===== src/rtl/signed_acc_pkg.sv =====
// Shared widths, saturation limits and FSM state type for the signed accumulator stages.
package signed_acc_pkg;

   localparam int unsigned DATA_W = 8;
   localparam logic signed [DATA_W-1:0] SMAX = 8'sh7F;
   localparam logic signed [DATA_W-1:0] SMIN = 8'sh80;
   localparam int unsigned CNT_W = 4;
   localparam logic [CNT_W-1:0] CNT_MAX = '1;

   typedef enum logic {
      ACC,
      HOLD
   } state_e;

endpackage


===== src/rtl/signed_frame_accumulator_if.sv =====
// Valid/ready sample input and frame-result output bundle of the signed frame accumulator.
interface signed_frame_accumulator_if
   import signed_acc_pkg::*;
();

   logic                     in_valid;
   logic                     in_ready;
   logic signed [DATA_W-1:0] in_data;
   logic                     out_valid;
   logic                     out_ready;
   logic signed [DATA_W-1:0] out_sum;
   logic                     out_ovf;
   logic [CNT_W-1:0]         out_ovf_cnt;

   // Environment side: feeds samples and consumes results.
   modport master (
      output in_valid, in_data, out_ready,
      input  in_ready, out_valid, out_sum, out_ovf, out_ovf_cnt
   );

   modport slave (
      input  in_valid, in_data, out_ready,
      output in_ready, out_valid, out_sum, out_ovf, out_ovf_cnt
   );

endinterface


===== src/rtl/sat_add8.sv =====
// Combinational 8-bit signed adder that clamps to the representable range on overflow.
module sat_add8
   import signed_acc_pkg::*;
(
   input  logic signed [DATA_W-1:0] a,
   input  logic signed [DATA_W-1:0] b,
   output logic signed [DATA_W-1:0] sum,
   output logic                     ovf
);

   logic [DATA_W:0] wide;

   assign wide = {a[DATA_W-1], a} + {b[DATA_W-1], b};
   // Sign-extended 9-bit sum disagrees in its top two bits exactly when the 8-bit result wrapped.
   assign ovf  = wide[DATA_W] ^ wide[DATA_W-1];
   assign sum  = ovf ? (wide[DATA_W] ? SMIN : SMAX) : wide[DATA_W-1:0];

endmodule


===== src/rtl/signed_frame_accumulator.sv =====
// Sums frames of FRAME_LEN signed samples with saturation and presents total plus overflow stats.
module signed_frame_accumulator
   import signed_acc_pkg::*;
#(
   parameter int unsigned FRAME_LEN = 4
) (
   input logic                        clk,
   input logic                        rst_n,
   input logic                        clear,
   signed_frame_accumulator_if.slave  bus
);

   localparam int unsigned IDX_W = 8;

   state_e                   state_q, state_d;
   logic signed [DATA_W-1:0] acc_q, acc_d;
   logic                     ovf_q, ovf_d;
   logic [CNT_W-1:0]         ovf_cnt_q, ovf_cnt_d;
   logic [IDX_W-1:0]         idx_q, idx_d;
   logic signed [DATA_W-1:0] out_sum_q, out_sum_d;
   logic                     out_ovf_q, out_ovf_d;
   logic [CNT_W-1:0]         out_cnt_q, out_cnt_d;

   logic signed [DATA_W-1:0] step_sum;
   logic                     step_ovf;
   logic [CNT_W-1:0]         step_cnt;
   logic                     last_sample;

   sat_add8 u_sat_add8 (
      .a   (acc_q),
      .b   (bus.in_data),
      .sum (step_sum),
      .ovf (step_ovf)
   );

   assign step_cnt    = (step_ovf && (ovf_cnt_q != CNT_MAX)) ? ovf_cnt_q + CNT_W'(1) : ovf_cnt_q;
   assign last_sample = (idx_q == IDX_W'(FRAME_LEN - 1));

   always_comb begin
      state_d   = state_q;
      acc_d     = acc_q;
      ovf_d     = ovf_q;
      ovf_cnt_d = ovf_cnt_q;
      idx_d     = idx_q;
      out_sum_d = out_sum_q;
      out_ovf_d = out_ovf_q;
      out_cnt_d = out_cnt_q;

      unique case (state_q)
         ACC: begin
            if (bus.in_valid) begin
               acc_d     = step_sum;
               ovf_d     = ovf_q | step_ovf;
               ovf_cnt_d = step_cnt;
               idx_d     = idx_q + IDX_W'(1);
               if (last_sample) begin
                  out_sum_d = step_sum;
                  out_ovf_d = ovf_q | step_ovf;
                  out_cnt_d = step_cnt;
                  state_d   = HOLD;
               end
            end
         end
         HOLD: begin
            if (bus.out_ready) begin
               state_d   = ACC;
               acc_d     = '0;
               ovf_d     = 1'b0;
               ovf_cnt_d = '0;
               idx_d     = '0;
            end
         end
         default: state_d = ACC;
      endcase

      // Abort wins over any transfer happening in the same cycle.
      if (clear) begin
         state_d   = ACC;
         acc_d     = '0;
         ovf_d     = 1'b0;
         ovf_cnt_d = '0;
         idx_d     = '0;
         out_sum_d = '0;
         out_ovf_d = 1'b0;
         out_cnt_d = '0;
      end
   end

   always_ff @(posedge clk or negedge rst_n) begin
      if (!rst_n) begin
         state_q   <= ACC;
         acc_q     <= '0;
         ovf_q     <= 1'b0;
         ovf_cnt_q <= '0;
         idx_q     <= '0;
         out_sum_q <= '0;
         out_ovf_q <= 1'b0;
         out_cnt_q <= '0;
      end else begin
         state_q   <= state_d;
         acc_q     <= acc_d;
         ovf_q     <= ovf_d;
         ovf_cnt_q <= ovf_cnt_d;
         idx_q     <= idx_d;
         out_sum_q <= out_sum_d;
         out_ovf_q <= out_ovf_d;
         out_cnt_q <= out_cnt_d;
      end
   end

   assign bus.in_ready    = rst_n && (state_q == ACC);
   assign bus.out_valid   = (state_q == HOLD);
   assign bus.out_sum     = out_sum_q;
   assign bus.out_ovf     = out_ovf_q;
   assign bus.out_ovf_cnt = out_cnt_q;

endmodule


===== src/flat_wrapper.sv =====
// flat-port wrapper written by rule: the top's interface ports become plain ports
module signed_frame_accumulator_flat import signed_acc_pkg::*;
#(
   parameter int unsigned FRAME_LEN = 4
)
  (clk, rst_n, clear, bus_in_valid, bus_in_data, bus_out_ready, bus_in_ready, bus_out_valid, bus_out_sum, bus_out_ovf, bus_out_ovf_cnt);
  signed_frame_accumulator_if bus_i ();
  input logic clk;
  input logic rst_n;
  input logic clear;
  input wire logic [$bits(bus_i.in_valid)-1:0] bus_in_valid;
  input wire logic [$bits(bus_i.in_data)-1:0] bus_in_data;
  input wire logic [$bits(bus_i.out_ready)-1:0] bus_out_ready;
  output wire logic [$bits(bus_i.in_ready)-1:0] bus_in_ready;
  output wire logic [$bits(bus_i.out_valid)-1:0] bus_out_valid;
  output wire logic [$bits(bus_i.out_sum)-1:0] bus_out_sum;
  output wire logic [$bits(bus_i.out_ovf)-1:0] bus_out_ovf;
  output wire logic [$bits(bus_i.out_ovf_cnt)-1:0] bus_out_ovf_cnt;
  assign bus_i.in_valid = bus_in_valid;
  assign bus_i.in_data = bus_in_data;
  assign bus_i.out_ready = bus_out_ready;
  assign bus_in_ready = bus_i.in_ready;
  assign bus_out_valid = bus_i.out_valid;
  assign bus_out_sum = bus_i.out_sum;
  assign bus_out_ovf = bus_i.out_ovf;
  assign bus_out_ovf_cnt = bus_i.out_ovf_cnt;
  signed_frame_accumulator #(.FRAME_LEN(FRAME_LEN)) u_core (.clk(clk), .rst_n(rst_n), .clear(clear), .bus(bus_i));
endmodule

===== config.mk =====
export PLATFORM = sky130hd
export DESIGN_NAME = signed_frame_accumulator_flat
export DESIGN_NICKNAME = d
export VERILOG_FILES = /design/src/rtl/signed_acc_pkg.sv /design/src/rtl/signed_frame_accumulator_if.sv /design/src/rtl/sat_add8.sv /design/src/rtl/signed_frame_accumulator.sv /design/src/flat_wrapper.sv
export SDC_FILE = /design/constraint.sdc
export NUM_CORES = 1
export LEC_CHECK = 0
export ABC_CLOCK_PERIOD_IN_PS = 3500
export BUFFER_PORTS_ARGS = -buffer_cell sky130_fd_sc_hd__clkbuf_2
export CAP_MARGIN = 10
export CORE_MARGIN = 5
export CORE_UTILIZATION = 40
export DETAILED_ROUTE_END_ITERATION = 12
export PLACE_DENSITY = 0.69
export SKIP_CTS_REPAIR_TIMING = 1
export SLEW_MARGIN = 20
export SYNTH_ARGS = -nofsm -noshare
export SYNTH_HDL_FRONTEND = slang
export SYNTH_SLANG_ARGS = --single-unit

===== constraint.sdc =====
create_clock -name clk -period 3.5 [get_ports clk]
set_clock_uncertainty 0.15 [all_clocks]
set_input_delay 0 -clock clk [delete_from_list [all_inputs] [get_ports clk]]
set_output_delay 0 -clock clk [all_outputs]
set_load 0.02 [all_outputs]

==> results of run 1 <==
-- sequential cells by signal, indices dropped and copies added (netlist names) --
| name | cells |
|---|---|
| u_core.ovf_cnt_q | 4 |
| u_core.bus.out_sum | 8 |
| u_core.ovf_q | 1 |
| u_core.idx_q | 8 |
| u_core.bus.out_ovf | 1 |
| u_core.bus.out_ovf_cnt | 4 |
| u_core.acc_q | 8 |
| u_core.bus.out_valid | 1 |
-- worst paths after layout --
path / slack (ns) / to / cells after the start / startpoint
setup / recovery: 0.49 / u_core.bus.out_ovf_cnt[3]$_DFFE_PN0P_ / 9 / u_core.acc_q[0]$_DFFE_PN0P_
hold / removal: -0.03 / u_core.idx_q[0]$_DFFE_PN0P_ / 5 / bus_in_valid
setup reg to reg: 0.49 / u_core.bus.out_ovf_cnt[3]$_DFFE_PN0P_ / 9 / u_core.acc_q[0]$_DFFE_PN0P_
hold reg to reg: 0.32 / u_core.bus.out_ovf$_DFFE_PN0P_ / 2 / u_core.bus.out_ovf$_DFFE_PN0P_
max in group asynchronous: 2.46 / u_core.ovf_cnt_q[2]$_DFFE_PN0P_ / 2 / rst_n
min in group asynchronous: 0.20 / u_core.idx_q[1]$_DFFE_PN0P_ / 2 / rst_n
-- kinds of logic after synthesis --
family          count (synthesis)
compound gates                 70
xor+xnor                        8
fa+ha+maj                      14
buf+inv                        15
flops                          35
mux                             1
simple gates                   84
-- critical path: stages, from the launching register on --
cell and delay (ns):
dfrtp_1 0.38, ha_1 0.24, inv_1 0.09, fa_1 0.24, nor2b_4 0.06, o311ai_2 0.23, a41oi_2 0.18, xnor2_1 0.77
o211ai_1 0.27, a311oi_2 0.30
-- metal layers --
layer	up-vias	global-route usage	part of all wire
met5	-	0	0
met4	0	0.0399	0.0096
met3	7	0.0488	0.072
met2	46	0.224	0.43
met1	812	0.218	0.49
li1	885	-	-
-- stage by stage --
step | hold WS, ns | utilization
after floorplan | -0.446 | -
after detailed placement | 0.0231 | 0.451
after global placement | 0.0149 | 0.451
after global routing | 0.0350 | 0.473
final | -0.0259 | 0.473
after CTS | -0.299 | 0.467
-- area by class of cell --
type	count	area, um^2
clock buffers	6	72.6
multi-input cells	177	1160
clock inverters	2	12.5
fillers	509	2690
flip-flops and latches	35	876
inverters	9	33.8
repair buffers	31	173
well taps	70	87.6
-- cell usage in the layout (no fill, tap or decap), types with 5 or more instances in the layout --
cell	n
a21oi_1	9
nand3_1	7
o21ai_0	13
inv_1	9
ha_1	10
nor2_1	17
nand2_1	29
clkbuf_2	27
dfrtp_1	35
clkbuf_8	5
o21ai_1	11
xnor2_1	6
-- power by group --
part | leakage [nW] | total [W] | switching (W) | internal [W]
Sequential | 0.476 | 0.000513 | 0.0000454 | 0.000468
Clock | 0.0412 | 0.000290 | 0.000151 | 0.000139
Combinational | 0.562 | 0.000709 | 0.000423 | 0.000286
==> impl_metrics.py, run 1 <==
metrics = {
    "outcome": {
        "status": "finished with violations",
        "violations": "hold timing",
    },
    "synth": {
        "synth.distinct_cells": 55,
        "post-synth-top-count-cell": "dfrtp_1",
        "synth_edf_count": 0,
        "netlist_area_um2": 2100,
        "synthTopCellsByArea": "dfrtp_1 (42%), ha_1 (6.0%), nand2_1 (5.2%), o21ai_0 (3.1%), nor2_1 (3.0%)",
        "yosys.area.top_type": "dfrtp_1",
        "yosysWarnings": 0,
        "postSynthNetCount": 251,
        "synth_top_family_by_area": "compound AO/OA/AOI/OAI gates",
        "synth_xor_area_frac": 0.0334,
        "synth-seq-area-share": 0.417,
        "postSynthCellCount": 227,
        "synthMuxAreaShare": 0.00477,
        "synth-compound-area-share": 0.232,
        "ys.flop_type": "dfrtp_1",
        "synth-seq-cells": 35,
        "synth_top_area_share": 0.417,
        "synth-simple-area-share": 0.200,
        "avgSynthCellArea_um2": 9.25,
        "async_flop_share": 1.00,
        "synth_common_cells": "dfrtp_1 (35), nand2_1 (29), nor2_1 (17), o21ai_0 (13), o21ai_1 (11)",
        "synthAdderAreaFrac": 0.0840,
    },
    "floorplan": {
        "die_h_um": 82.5,
        "dieArea_um2": 6800,
        "io-pin-count": 28,
        "placementRows": 26,
        "initial_utilization": 0.411,
        "chipWidth_um": 82.5,
        "core_um2": 5110,
    },
    "critical_path": {
        "worstPathMaxFanout": 12,
        "cp.arrival_ns": 3.06,
        "critical_path_required_ns": 3.55,
        "path_class": "flip-flop to flip-flop",
        "end_kind": "flip-flop",
        "setup.worst_path.start_class": "flip-flop",
    },
    "placement": {
        "pre_cts_ws_ns": 0.519,
        "place_inst": 319,
        "placed_area_um2": 2300,
        "gp_congestion": 0.799,
        "hpwl_um": 3490,
        "numPortBuffers": 27,
    },
    "finish": {
        "finish.instance_area_um2": 2420,
        "antenna_cells": 0,
        "final_nets": 283,
        "drive_gt1_frac": 0.181,
        "final_cells": 330,
        "area_growth_pct": 15.1,
    },
    "timing": {
        "period_minus_slack_ns": 3.01,
        "rsz0062_at_grt": "false",
        "finalSetupViolCount": 0,
        "hold_ws_ns": -0.0259,
        "worst_pin_slew_ns": 0.938,
        "slew_violations": 0,
        "fmax_ghz": 0.332,
        "tns_ns": 0,
        "setup_ws_ns": 0.492,
        "relSlewSlack": 0.370,
        "finalCritPeriodShare": 0.859,
        "hold_violations": 1,
    },
    "cts": {
        "cts_buffer_depth": 2,
        "clkTransAtPathRegs_ns": 0.07,
        "cts_inserted_buffers": 5,
        "insertion_delay_ns": 0.29,
        "ctsHtreeMaxLevel": 2,
        "clock_sink_count": 35,
        "cts-root-buf": "clkbuf_8",
        "cts_tree": "done",
    },
    "grt": {
        "grt_pass1_vias": 1668,
        "gr-total-overflow": 0,
        "antenna_found_initial": 0,
        "grt_max_degree": 37,
        "grtUsageTotal": 0.154,
        "grt_pass1_wl_um": 7910,
    },
    "routing": {
        "wl_um": 4710,
        "post_drt_via_cell_ratio": 5.30,
        "drc": 0,
        "dr.first_iter.drc_count": 98,
        "wl_per_cell_um": 14.3,
        "detail-route-antenna-nets": 0,
        "vias": 1750,
        "first_pass_iters": 4,
    },
    "power": {
        "power.leakage_nw": 1.08,
        "power.density_nw_per_um2": 625,
        "power.total_w": 0.00151,
        "ir_drop_mv": 0.184,
    },
    "hold_path": {
        "min_path_type": "primary input to flip-flop",
    },
    "flow_run": {
        "timing.max_cap.violations": 0,
    },
}
(Power assumes the default switching activity.)
==> run 2: changes to the inputs <==
REMOVE_ABC_BUFFERS = 1   (was not set)
==> impl_metrics.py, run 2 (synthesis gave the netlist of run 1 again) <==
metrics = {
    "finish": {
        "multi_input_area_um2": 1160,
        "mostFrequentLayoutCells": "dfrtp_1 (35), nand2_1 (29), clkbuf_2 (27)",
        "final_nets": 285,
        "final_cells": 331,
        "nFillCells": 485,
        "area_growth_pct": 16.7,
        "area.sequential_um2": 876,
        "drive_gt1_frac": 0.184,
        "final_common_cell": "dfrtp_1",
        "antenna_cells": 0,
    },
    "floorplan": {
        "io-pin-count": 28,
        "initial_utilization": 0.411,
        "placementRows": 26,
        "dieArea_um2": 6800,
        "core_um2": 5110,
        "die_h_um": 82.5,
        "chipWidth_um": 82.5,
    },
    "critical_path": {
        "r2r_cells": 9,
        "r2r_start": "u_core.acc_q[0]$_DFFE_PN0P_",
        "setup.worst_path.start_class": "flip-flop",
        "path_class": "flip-flop to flip-flop",
        "end_kind": "flip-flop",
        "critical_path_required_ns": 3.54,
        "worstPathMaxFanout": 12,
        "critPathLaunch": "u_core.acc_q[0]$_DFFE_PN0P_",
        "cp.arrival_ns": 3.03,
    },
    "placement": {
        "place_inst": 321,
        "hpwl_um": 3510,
        "numPortBuffers": 27,
        "gp_congestion": 0.772,
    },
    "grt": {
        "antenna_found_initial": 0,
        "grtUsageTotal": 0.159,
        "grt_max_degree": 22,
        "grt_pass1_wl_um": 8050,
        "grt_pass1_vias": 1704,
        "gr-total-overflow": 0,
    },
    "cts": {
        "clkTransAtPathRegs_ns": 0.07,
        "cts_buffer_depth": 2,
        "cts_tree": "done",
        "insertion_delay_ns": 0.28,
        "cts-root-buf": "clkbuf_8",
        "ctsHtreeMaxLevel": 2,
        "cts_inserted_buffers": 5,
        "clock_sink_count": 35,
    },
    "hold_path": {
        "hp-start": "bus_in_valid",
        "whs_path_depth": 5,
        "min_path_type": "primary input to flip-flop",
    },
    "routing": {
        "post_drt_via_cell_ratio": 5.34,
        "vias": 1768,
        "wl_um": 4690,
        "first_pass_iters": 4,
        "dr.first_iter.drc_count": 123,
        "wl_per_cell_um": 14.2,
        "detail-route-antenna-nets": 0,
        "drc": 0,
    },
    "flow_run": {
        "timing.max_cap.violations": 0,
    },
    "timing": {
        "hold_ws_ns": -0.0217,
        "slew_violations": 0,
        "period_minus_slack_ns": 2.98,
        "finalSetupViolCount": 0,
        "tns_ns": 0,
        "fmax_ghz": 0.335,
        "relSlewSlack": 0.374,
        "hold_violations": 1,
        "rsz0062_at_grt": "false",
        "worst_pin_slew_ns": 0.933,
        "finalCritPeriodShare": 0.852,
    },
    "power": {
        "power.density_nw_per_um2": 638,
        "power.leakage_nw": 1.10,
        "ir_drop_mv": 0.224,
    },
    "outcome": {
        "status": "finished with violations",
        "violations": "hold timing",
    },
}
==> run 2: changes by cell type in the layout (fill, tap and decap cells not counted) <==
| cell | before | now |
|---|---|---|
| bufinv_16 | 0 | 1 |
| clkinvlp_4 | 1 | 0 |
| clkinv_2 | 1 | 0 |
| buf_4 | 1 | 3 |
==> run 2: layer usage <==
layer	global-route usage	wire, um	up-vias	share of wire
met1	0.217	2280	832	0.49
met2	0.240	2100	43	0.45
met5	0	0	-	0
li1	-	-	889	-
met4	0.0631	81	0	0.017
met3	0.0423	233	4	0.050
==> run 2: worst max-delay path, cell delays in order (launching register included) <==
cell,delay [ns]
dfrtp_1,0.38
ha_1,0.22
inv_1,0.08
fa_1,0.25
nor2b_4,0.06
o311ai_2,0.23
a41oi_2,0.19
xnor2_1,0.77
o211ai_1,0.27
a311oi_2,0.29
==> run 2: worst paths after layout <==
kind	endpoint	slack [ns]
max	u_core.bus.out_ovf_cnt[3]$_DFFE_PN0P_	0.52
min	u_core.idx_q[0]$_DFFE_PN0P_	-0.02
max reg2reg	u_core.bus.out_ovf_cnt[3]$_DFFE_PN0P_	0.52
min reg2reg	u_core.idx_q[7]$_DFFE_PN0P_	0.32
max in group asynchronous	u_core.acc_q[7]$_DFFE_PN0P_	2.52
min in group asynchronous	u_core.bus.out_sum[3]$_DFFE_PN0P_	0.07
==> run 2: power breakdown <==
part           switching (W)  internal, W  total [W]
clock               0.000137     0.000209   0.000346
sequential         0.0000464     0.000468   0.000514
combinational       0.000417     0.000286   0.000703
==> run 2: metrics by stage <==
| stage | utilization | power (W) | instance area (um^2) | worst slack (ns) |
|---|---|---|---|---|
| 6_report | 0.480 | 0.00156 | 2450 | 0.519 |
| 5_1_grt | 0.480 | 0.00169 | 2450 | 0.249 |
| 4_1_cts | 0.474 | 0.00157 | 2420 | 0.497 |
| 3_5_place_dp | 0.454 | 0.00122 | 2320 | 0.521 |
| 3_3_place_gp | 0.454 | 0.00121 | 2320 | 0.599 |
| 2_1_floorplan | - | 0.00107 | 2070 | 0.882 |
==> run 2: layout make-up <==
cell class,count,area share
Multi-Input combinational cell,177,0.474
Sequential cell,35,0.358
Timing Repair Buffer,33,0.0766
Tap cell,70,0.0358
Clock buffer,6,0.0296
Inverter,9,0.0138
Clock inverter,1,0.0123
==> run 3: changes to the inputs <==
ABC_AREA = 1   (was not set)
==> impl_metrics.py, run 3 <==
metrics = {
    "outcome": {
        "status": "finished with violations",
        "violations": "hold timing",
    },
    "finish": {
        "antenna_cells": 0,
        "postLayoutCoreUtil": 0.481,
        "drive_gt1_frac": 0.170,
        "final_common_cell": "nand2_1",
        "mostFrequentLayoutCells": "nand2_1 (79), inv_1 (39), dfrtp_1 (35)",
        "final_nets": 335,
        "area_growth_pct": 17.5,
    },
    "critical_path": {
        "cp-endpoint": "u_core.ovf_q$_DFFE_PN0P_",
        "end_kind": "flip-flop",
        "r2r_cells": 8,
        "cp.arrival_ns": 2.69,
        "critical_path_required_ns": 3.53,
        "regToRegSetupSlack_ns": 0.84,
        "setup.worst_path.start_class": "flip-flop",
        "critPathLaunch": "u_core.bus.out_valid$_DFF_PN0_",
        "reg2reg_to": "u_core.ovf_q$_DFFE_PN0P_",
        "r2r_start": "u_core.bus.out_valid$_DFF_PN0_",
        "path_class": "flip-flop to flip-flop",
        "worstPathMaxFanout": 22,
    },
    "synth": {
        "synthTopCellsByArea": "dfrtp_1 (42%), nand2_1 (14%), inv_1 (7.0%), ha_1 (6.0%), nand3_1 (6.0%)",
        "synth-seq-cells": 35,
        "synth.distinct_cells": 26,
        "ys.flop_type": "dfrtp_1",
        "netlist_area_um2": 2090,
        "synth-seq-area-share": 0.419,
        "yosysWarnings": 0,
        "avgSynthCellArea_um2": 7.61,
        "synth_common_cells": "nand2_1 (79), inv_1 (39), dfrtp_1 (35), nand3_1 (25), o21ai_0 (22)",
        "synth_top_area_share": 0.419,
        "yosys.area.top_type": "dfrtp_1",
        "synth_edf_count": 0,
        "postSynthCellCount": 275,
        "async_flop_share": 1.00,
        "post-synth-top-count-cell": "nand2_1",
    },
    "timing": {
        "finalCritPeriodShare": 0.760,
        "period_minus_slack_ns": 2.66,
        "slew_violations": 0,
        "finalSetupViolCount": 0,
        "relSlewSlack": 0.614,
        "hold_ws_ns": -0.000631,
        "fmax_ghz": 0.376,
        "worst_pin_slew_ns": 0.577,
        "tns_ns": 0,
        "hold_violations": 1,
        "rsz0062_at_grt": "false",
    },
    "floorplan": {
        "placementRows": 26,
        "initial_utilization": 0.410,
        "io-pin-count": 28,
        "die_h_um": 82.3,
        "dieArea_um2": 6780,
        "core_um2": 5110,
        "chipWidth_um": 82.3,
    },
    "cts": {
        "ctsHtreeMaxLevel": 2,
        "cts_tree": "done",
        "cts_buffer_depth": 2,
        "cts-root-buf": "clkbuf_8",
        "clkTransAtPathRegs_ns": 0.08,
        "insertion_delay_ns": 0.29,
        "cts_inserted_buffers": 5,
        "clock_sink_count": 35,
    },
    "grt": {
        "grt_max_degree": 23,
        "grtUsageTotal": 0.155,
        "grt_use_met2": 0.266,
        "grt_util_met3": 0.0369,
        "grt_use_met1": 0.189,
        "grt_pass1_wl_um": 8090,
        "gr-total-overflow": 0,
        "antenna_found_initial": 0,
        "top_usage_layer": "met2",
        "grt_pass1_vias": 1848,
    },
    "power": {
        "power.density_nw_per_um2": 768,
        "p_switching_w": 0.000821,
        "intPower_w": 0.00107,
        "p_comb_frac": 0.478,
        "ir_drop_mv": 0.262,
        "clkPwrFrac": 0.196,
        "p_sw_frac": 0.435,
        "seqPwrFrac": 0.326,
        "power.leakage_nw": 1.36,
    },
    "placement": {
        "numPortBuffers": 27,
        "gp_congestion": 0.831,
        "hpwl_um": 3580,
    },
    "routing": {
        "detail-route-antenna-nets": 0,
        "drc": 0,
        "first_pass_iters": 4,
        "wl_per_cell_um": 12.3,
        "wl_um": 4680,
        "post_drt_via_cell_ratio": 4.88,
        "vias": 1863,
        "dr.first_iter.drc_count": 78,
    },
    "flow_run": {
        "timing.max_cap.violations": 0,
    },
    "hold_path": {
        "min_path_type": "primary input to flip-flop",
    },
}
[run 3: cell types whose count changed in the layout (fill, tap and decap cells not counted), sizes merged, moves of 4 or more]
cell | previous run | this run
nand2 | 29 | 86
o21ai | 24 | 28
nand2b | 4 | 0
o22ai | 4 | 0
nand3 | 7 | 25
a211oi | 4 | 0
nand4 | 2 | 6
nor2 | 19 | 10
nor2b | 5 | 0
inv | 9 | 41
nor3 | 5 | 0
a21o | 4 | 0
[run 3: power groups by stage]
stage               Clock (W)  Combinational (W)  Sequential [W]
floorplan                   0           0.000617        0.000675
finish               0.000370           0.000902        0.000615
global placement            0           0.000882        0.000622
CTS                  0.000378           0.000909        0.000618
global route         0.000400            0.00103        0.000635
detailed placement          0           0.000907        0.000624
[run 3: metrics by stage]
| stage | hold WS (ns) | cells | worst slack [ns] | instance area, um^2 | power (W) |
|---|---|---|---|---|---|
| global placement | -0.210 | 370 | 1.17 | 2310 | 0.00150 |
| finish | -0.000631 | 382 | 0.840 | 2460 | 0.00189 |
| detailed placement | -0.204 | 370 | 1.08 | 2310 | 0.00153 |
| floorplan | -0.446 | 271 | 0.992 | 2070 | 0.00129 |
| CTS | -0.524 | 378 | 1.08 | 2420 | 0.00190 |
| global route | 0.0392 | 382 | 0.588 | 2460 | 0.00206 |
[run 3: worst min path at each step]
stage	start	endpoint	slack (ns)	cells past startpoint
2_1_floorplan	rst_n	u_core.acc_q[0]$_DFFE_PN0P_	-0.45	0
4_1_cts	rst_n	u_core.bus.out_sum[1]$_DFFE_PN0P_	-0.52	1
3_3_place_gp	rst_n	u_core.acc_q[7]$_DFFE_PN0P_	-0.21	1
6_report	clear	u_core.bus.out_ovf$_DFFE_PN0P_	-0.0006	4
3_5_place_dp	rst_n	u_core.ovf_cnt_q[3]$_DFFE_PN0P_	-0.20	1
5_1_grt	rst_n	u_core.idx_q[1]$_DFFE_PN0P_	0.04	2
[run 3: cells by family (layout without fill, tap and decap cells)]
kind of cell | Yosys count | after routing | share of synthesized area
xor+xnor | 7 | 7 | 0.0293
buf+inv | 46 | 83 | 0.0867
flops | 35 | 35 | 0.419
simple gates | 136 | 136 | 0.286
fa+ha+maj | 11 | 11 | 0.0694
compound gates | 40 | 40 | 0.109
[run 3: cell type report]
cell class	count	area, um^2
flip-flops and latches	35	876
repair buffers	33	190
fillers	550	2650
clock inverters	3	43.8
inverters	42	158
clock buffers	5	68.8
multi-input cells	194	1030
well taps	70	87.6
[run 3: critical path, cell delays in order (launching register included)]
cell and delay [ns]:
dfrtp_1 0.47, a21oi_1 0.22, dlygate4sd3_1 0.64, inv_1 0.08, a21oi_1 0.12, buf_4 0.27, clkinv_1 0.31, o211ai_1 0.25
inv_1 0.05
[run 3: metal layers]
| layer | share of wire | wire, um |
|---|---|---|
| met2 | 0.48 | 2250 |
| met5 | 0 | 0 |
| met1 | 0.45 | 2130 |
| met4 | 0.019 | 90 |
| met3 | 0.045 | 211 |
